`src/rtl/fir_mac_sequencer.sv`:
```
// Time-multiplexed FIR tap sequencer. Owns the sample delay line, walks one shared
// multiplier across every tap, accumulates with guard bits and emits one saturated
// output sample per accepted input.
module fir_mac_sequencer #(
    parameter int unsigned N     = 16,
    parameter int unsigned Q     = 14,
    parameter int unsigned TAPS  = 8,
    parameter int unsigned AW    = $clog2(TAPS),
    parameter int unsigned GUARD = 4
) (
    input  logic          clk,
    input  logic          rst_n,
    input  logic          flush,
    input  logic          in_valid,
    output logic          in_ready,
    input  logic [N-1:0]  in_sample,
    output logic [AW-1:0] coef_addr,
    input  logic [N:0]    coef_data,
    output logic [N-1:0]  mul_a,
    output logic [N:0]    mul_b,
    input  logic [N-1:0]  mul_p,
    output logic          out_valid,
    input  logic          out_ready,
    output logic [N-1:0]  out_sample,
    output logic          busy
);

    localparam int unsigned ACC_W = N + GUARD;
    localparam logic [AW-1:0] LAST_TAP = AW'(TAPS - 1);

    // Products arrive already scaled, so Q only constrains legal parameter sets.
    if (TAPS < 2 || Q >= N) begin : g_param_check
        $error("fir_mac_sequencer: need TAPS >= 2 and Q < N");
    end

    typedef enum logic [1:0] {StIdle, StMac, StOut} state_e;

    state_e             state_q, state_d;
    logic [N-1:0]       line_q [TAPS];
    logic [AW-1:0]      wp_q, wp_d;
    logic [AW-1:0]      k_q, k_d;
    logic [ACC_W-1:0]   acc_q, acc_d;
    logic               out_valid_q, out_valid_d;
    logic [N-1:0]       out_sample_q, out_sample_d;
    logic               line_clr, line_wr;
    logic [AW-1:0]      rd_idx;
    logic [AW-1:0]      wp_inc;
    logic [ACC_W-1:0]   sum;
    logic [N-1:0]       sum_sat;
    logic [GUARD:0]     sum_top;

    // Tap k reads the sample k steps older than the newest one, wrapping modulo TAPS.
    always_comb begin
        if (wp_q >= k_q) begin
            rd_idx = wp_q - k_q;
        end else begin
            rd_idx = AW'(TAPS - 32'(k_q) + 32'(wp_q));
        end
        wp_inc = (wp_q == LAST_TAP) ? '0 : wp_q + AW'(1);
    end

    // Accumulate the current product and clamp the running total to N bits.
    always_comb begin
        sum     = acc_q + {{GUARD{mul_p[N-1]}}, mul_p};
        sum_top = sum[ACC_W-1:N-1];
        if (sum_top == '0 || sum_top == '1) begin
            sum_sat = sum[N-1:0];
        end else if (sum[ACC_W-1]) begin
            sum_sat = {1'b1, {(N-1){1'b0}}};
        end else begin
            sum_sat = {1'b0, {(N-1){1'b1}}};
        end
    end

    // Next-state and datapath control; multiplier ports are parked at zero outside MAC.
    always_comb begin
        state_d      = state_q;
        wp_d         = wp_q;
        k_d          = k_q;
        acc_d        = acc_q;
        out_valid_d  = out_valid_q;
        out_sample_d = out_sample_q;
        line_clr     = 1'b0;
        line_wr      = 1'b0;
        in_ready     = 1'b0;
        coef_addr    = '0;
        mul_a        = '0;
        mul_b        = '0;
        unique case (state_q)
            StIdle: begin
                in_ready = ~flush;
                if (flush) begin
                    line_clr = 1'b1;
                    wp_d     = '0;
                end else if (in_valid) begin
                    line_wr = 1'b1;
                    acc_d   = '0;
                    k_d     = '0;
                    state_d = StMac;
                end
            end
            StMac: begin
                coef_addr = k_q;
                mul_a     = line_q[rd_idx];
                mul_b     = coef_data;
                acc_d     = sum;
                if (k_q == LAST_TAP) begin
                    k_d          = '0;
                    wp_d         = wp_inc;
                    out_sample_d = sum_sat;
                    out_valid_d  = 1'b1;
                    state_d      = StOut;
                end else begin
                    k_d = k_q + AW'(1);
                end
            end
            StOut: begin
                if (out_ready) begin
                    out_valid_d = 1'b0;
                    state_d     = StIdle;
                end
            end
            default: state_d = StIdle;
        endcase
    end

    // Control and result registers.
    always_ff @(posedge clk or negedge rst_n) begin
        if (!rst_n) begin
            state_q      <= StIdle;
            wp_q         <= '0;
            k_q          <= '0;
            acc_q        <= '0;
            out_valid_q  <= 1'b0;
            out_sample_q <= '0;
        end else begin
            state_q      <= state_d;
            wp_q         <= wp_d;
            k_q          <= k_d;
            acc_q        <= acc_d;
            out_valid_q  <= out_valid_d;
            out_sample_q <= out_sample_d;
        end
    end

    // Delay line: bulk clear on flush, otherwise write the accepted sample at wp.
    always_ff @(posedge clk or negedge rst_n) begin
        if (!rst_n) begin
            for (int i = 0; i < int'(TAPS); i++) line_q[i] <= '0;
        end else if (line_clr) begin
            for (int i = 0; i < int'(TAPS); i++) line_q[i] <= '0;
        end else if (line_wr) begin
            line_q[wp_q] <= in_sample;
        end
    end

    assign out_valid  = out_valid_q;
    assign out_sample = out_sample_q;
    assign busy       = (state_q != StIdle);

endmodule

```
`config.mk`:
```
export PLATFORM = sky130hd
export DESIGN_NAME = fir_mac_sequencer
export DESIGN_NICKNAME = d
export VERILOG_FILES = /design/src/rtl/fir_mac_sequencer.sv
export SDC_FILE = /design/constraint.sdc
export NUM_CORES = 1
export LEC_CHECK = 0
export BUFFER_PORTS_ARGS = -buffer_cell sky130_fd_sc_hd__buf_2
export CAP_MARGIN = 20
export CORE_MARGIN = 2
export CORE_UTILIZATION = 50
export DETAILED_ROUTE_END_ITERATION = 10
export PLACE_DENSITY = 0.73
export SETUP_SLACK_MARGIN = 0.4
export SYNTH_ARGS = -nofsm -noshare
export SYNTH_HDL_FRONTEND = slang
export SYNTH_SLANG_ARGS = --single-unit
```
`constraint.sdc`:
```
create_clock -name clk -period 3.6 [get_ports clk]
set_input_delay 0.72 -clock clk [delete_from_list [all_inputs] [get_ports clk]]
set_output_delay 0.72 -clock clk [all_outputs]
set_load 0.03 [all_outputs]
```
==> out/metrics.yaml <==
pwr:
  irDropWorstVdd_mv: 0.6898
  p_switching_mw: 4.744
  leakagePower_nw: 5.082
  clkPwrFrac: 0.164
  power_density_nw_per_um2: 951.5
  p_comb_frac: 0.594
  p_seq_frac: 0.242
  sw_frac_of_total: 0.4392
  intPower_mw: 6.057
sta:
  slew_headroom: 0.3817
  rsz0062_at_grt: "yes"
  worst_slew_pin_slew_ns: 0.9274
  timing.final.ws_setup_ns: -0.05344
  fin_setup_tns_ns: -0.2619
  finalSetupViolCount: 10
  max_freq_mhz: 273.7
  slew_viol_final: 0
  finalHoldViolCount: 0
  worst_clock_skew_ns: 0.009462
  min_period_ns: 3.653
  period_share: 1.015
critical_path:
  required_ns: 2.88
  path_class: "register to primary output"
  start_kind: "register"
  crit_fanout: 7
  worstSetupStartpoint: "wp_q[0]$_DFFE_PN0P_"
  cp-end-kind: "primary output"
  reg2regPathDepth: 10
  r2r-start: "acc_q[0]$_DFFE_PN0P_"
  r2r-end: "out_sample[10]$_DFFE_PN0P_"
  rrSetupSlack_ns: 0.55
  arrival_ns: 2.93
place:
  gp_congestion: 0.9180
  dp_cells: 1291
  dp_slack_ns: -0.01911
  io_buffer_count: 108
  hpwl_um: 17580
synthesis:
  synth_top_cell_area_share: 0.4477
  yosys.cell_count.top_type: "nand2_1"
  ys_ff_latch: 173
  yosysTopAreaCell: "dfrtp_1"
  netlist-cell-type-count: 72
  synth_common_cells: "nand2_1, dfrtp_1, a21oi_1"
  yosysSeqAreaShare: 0.4477
  syn_area_um2: 9671
  synth_cells: 971
  ys_warn_count: 0
  synth_area_leaders: "dfrtp_1, nand2_1, mux4_2"
  synth_edf_count: 0
  async_flop_share: 1.000
  ys.flop_type: "dfrtp_1"
  synth.avg_cell_area_um2: 9.959
  synth_nets: 1051
clock_tree:
  cts_sinks: 173
  cts-root-buf: "clkbuf_16"
  htreeDepth: 4
  cts.hold.buffers_added: 0
  cts_buffers: 17
  clkTransAtPathRegs_ns: 0.07
  cts_buffer_depth: 2
  cts_tree: "done"
  clkLatencyLatePin_ns: 0.43
detailed_routing:
  vias_per_cell: 6.045
  routedWlPerCell_um: 20.32
  via_count: 8094
  drt_pass1_iterations: 5
  first_iter_violations: 739
  final_antenna_net_count: 0
  drt-total-wl_um: 27200
  route.detailed.drc: 0
grt:
  grt_pass1_vias: 8045
  grt_util_met1: 0.3561
  antenna_found_initial: 1
  busiest_layer: "met2"
  grt_use_met3: 0.06204
  grt_util_met2: 0.4583
  grt_usage: 0.2769
  grt_max_degree: 70
  grt_first_pass_wirelength_um: 43550
  overflow: 0
layout:
  fillers: 1553
  syn2layout_area_growth_pct: 17.39
  finalNetCount: 1146
  drive_gt1_frac: 0.2486
  stdcell_count: 1339
job:
  cap_violations: 0
floorplan:
  ios: 109
  die_x_um: 143.1
  die_y_um: 143.1
  fp-row-count: 50
  start_util: 0.5136
  core_area_um2: 18830
  dieArea_um2: 20470
hold_path:
  min_path_type: "input pin to asynchronous set/reset pin"
outcome:
  status: "finished, violations left"
  violations: "setup timing"
[power by group through the flow]
stage	logic (mW)	registers (mW)	clock network (mW)
after floorplan	4.11	2.69	0
after global placement	5.59	2.63	0
after detailed placement	5.67	2.64	0
after CTS	6.08	2.61	1.78
after global routing	6.89	2.65	1.87
final	6.41	2.61	1.78
[cell families (layout without fill, tap and decap cells)]
family,Yosys count,after routing,share of synthesized area
AOI/OAI and AO/OA,268,268,0.2005
and+or+nand+nor,343,343,0.1646
adders and majority gates,26,26,0.03519
buffers and inverters,98,205,0.04697
muxes,51,51,0.09419
DFF,173,173,0.4477
xor gates and xnor gates,12,12,0.01087
other,0,1,0
[through the flow]
step | cell area, um2 | total power [mW] | hold slack [ns] | utilization
final | 11350 | 10.80 | 0.2746 | 0.6029
after CTS | 11200 | 10.47 | 0.3280 | 0.5950
after global placement | 10490 | 8.218 | 0.4681 | 0.5571
after detailed placement | 10490 | 8.313 | 0.4762 | 0.5571
after floorplan | 9689 | 6.805 | 0.4244 | -
after global routing | 11350 | 11.41 | 0.3263 | 0.6027
[cell usage in the layout, fill, tap and decap left out, types with 13 or more instances in the layout]
cell / Yosys / layout
a21oi_1: 104 / 104
a22o_1: 58 / 58
a31oi_1: 15 / 15
and2_1: 30 / 29
buf_2: 10 / 92
buf_4: 11 / 54
clkbuf_16: 0 / 17
dfrtp_1: 173 / 173
ha_1: 24 / 24
mux2i_1: 19 / 15
mux4_2: 32 / 32
nand2_1: 203 / 203
nor2_1: 33 / 32
nor4_1: 15 / 13
o21ai_0: 19 / 18
[metal layers]
metal | wire length (um) | vias up | part of all wire
met4 | 710 | 0 | 0.026
met3 | 2069 | 58 | 0.076
li1 | - | 3707 | -
met1 | 10960 | 3999 | 0.40
met2 | 13470 | 330 | 0.50
met5 | 0 | - | 0
[cell type report]
type	instances	area, um2	share of cell area
Antenna cell	1	2.502	0.0002204
Clock buffer	20	466.7	0.04111
Clock inverter	11	97.59	0.008597
Inverter	14	52.55	0.004629
Multi-Input combinational cell	700	4977	0.4384
Sequential cell	173	4329	0.3814
Tap cell	260	325.3	0.02866
Timing Repair Buffer	160	1101	0.09699
[state kept, by name, summed over array words and instances, names as in the netlist]
signal      count
line_q        128
acc_q          20
out_sample     16
k_q             3
wp_q            3
state_q         2
out_valid       1
[worst max-delay path: stages (launching register included)]
cell and delay (ns):
dfrtp_1 0.38, inv_1 0.06, ha_1 0.16, inv_2 0.04
fa_2 0.61, buf_6 0.12, buf_12 0.11, mux4_2 0.51
mux2i_2 0.23, nor2_1 0.08, buf_4 0.21
[timing repair]
| action | 4_1_cts | 5_1_grt |
|---|---|---|
| setup endpoints to repair | 16 | 31 |
| gates cloned | 1 | 0 |
| setup buffers | 8 | 7 |
| pin swaps | 0 | 6 |
| resized for setup | 21 | 13 |
[how the worst max path moves through the flow]
stage	slack, ns	to	depth (start not counted)
final	-0.05	mul_a[2]	10
after global routing	-0.17	mul_a[8]	11
after CTS	-0.05	mul_a[2]	10
after detailed placement	-0.02	out_sample[8]$_DFFE_PN0P_	10
after global placement	0.09	out_sample[14]$_DFFE_PN0P_	10
after floorplan	0.41	mul_a[1]	10
(Power assumes the default switching activity.)
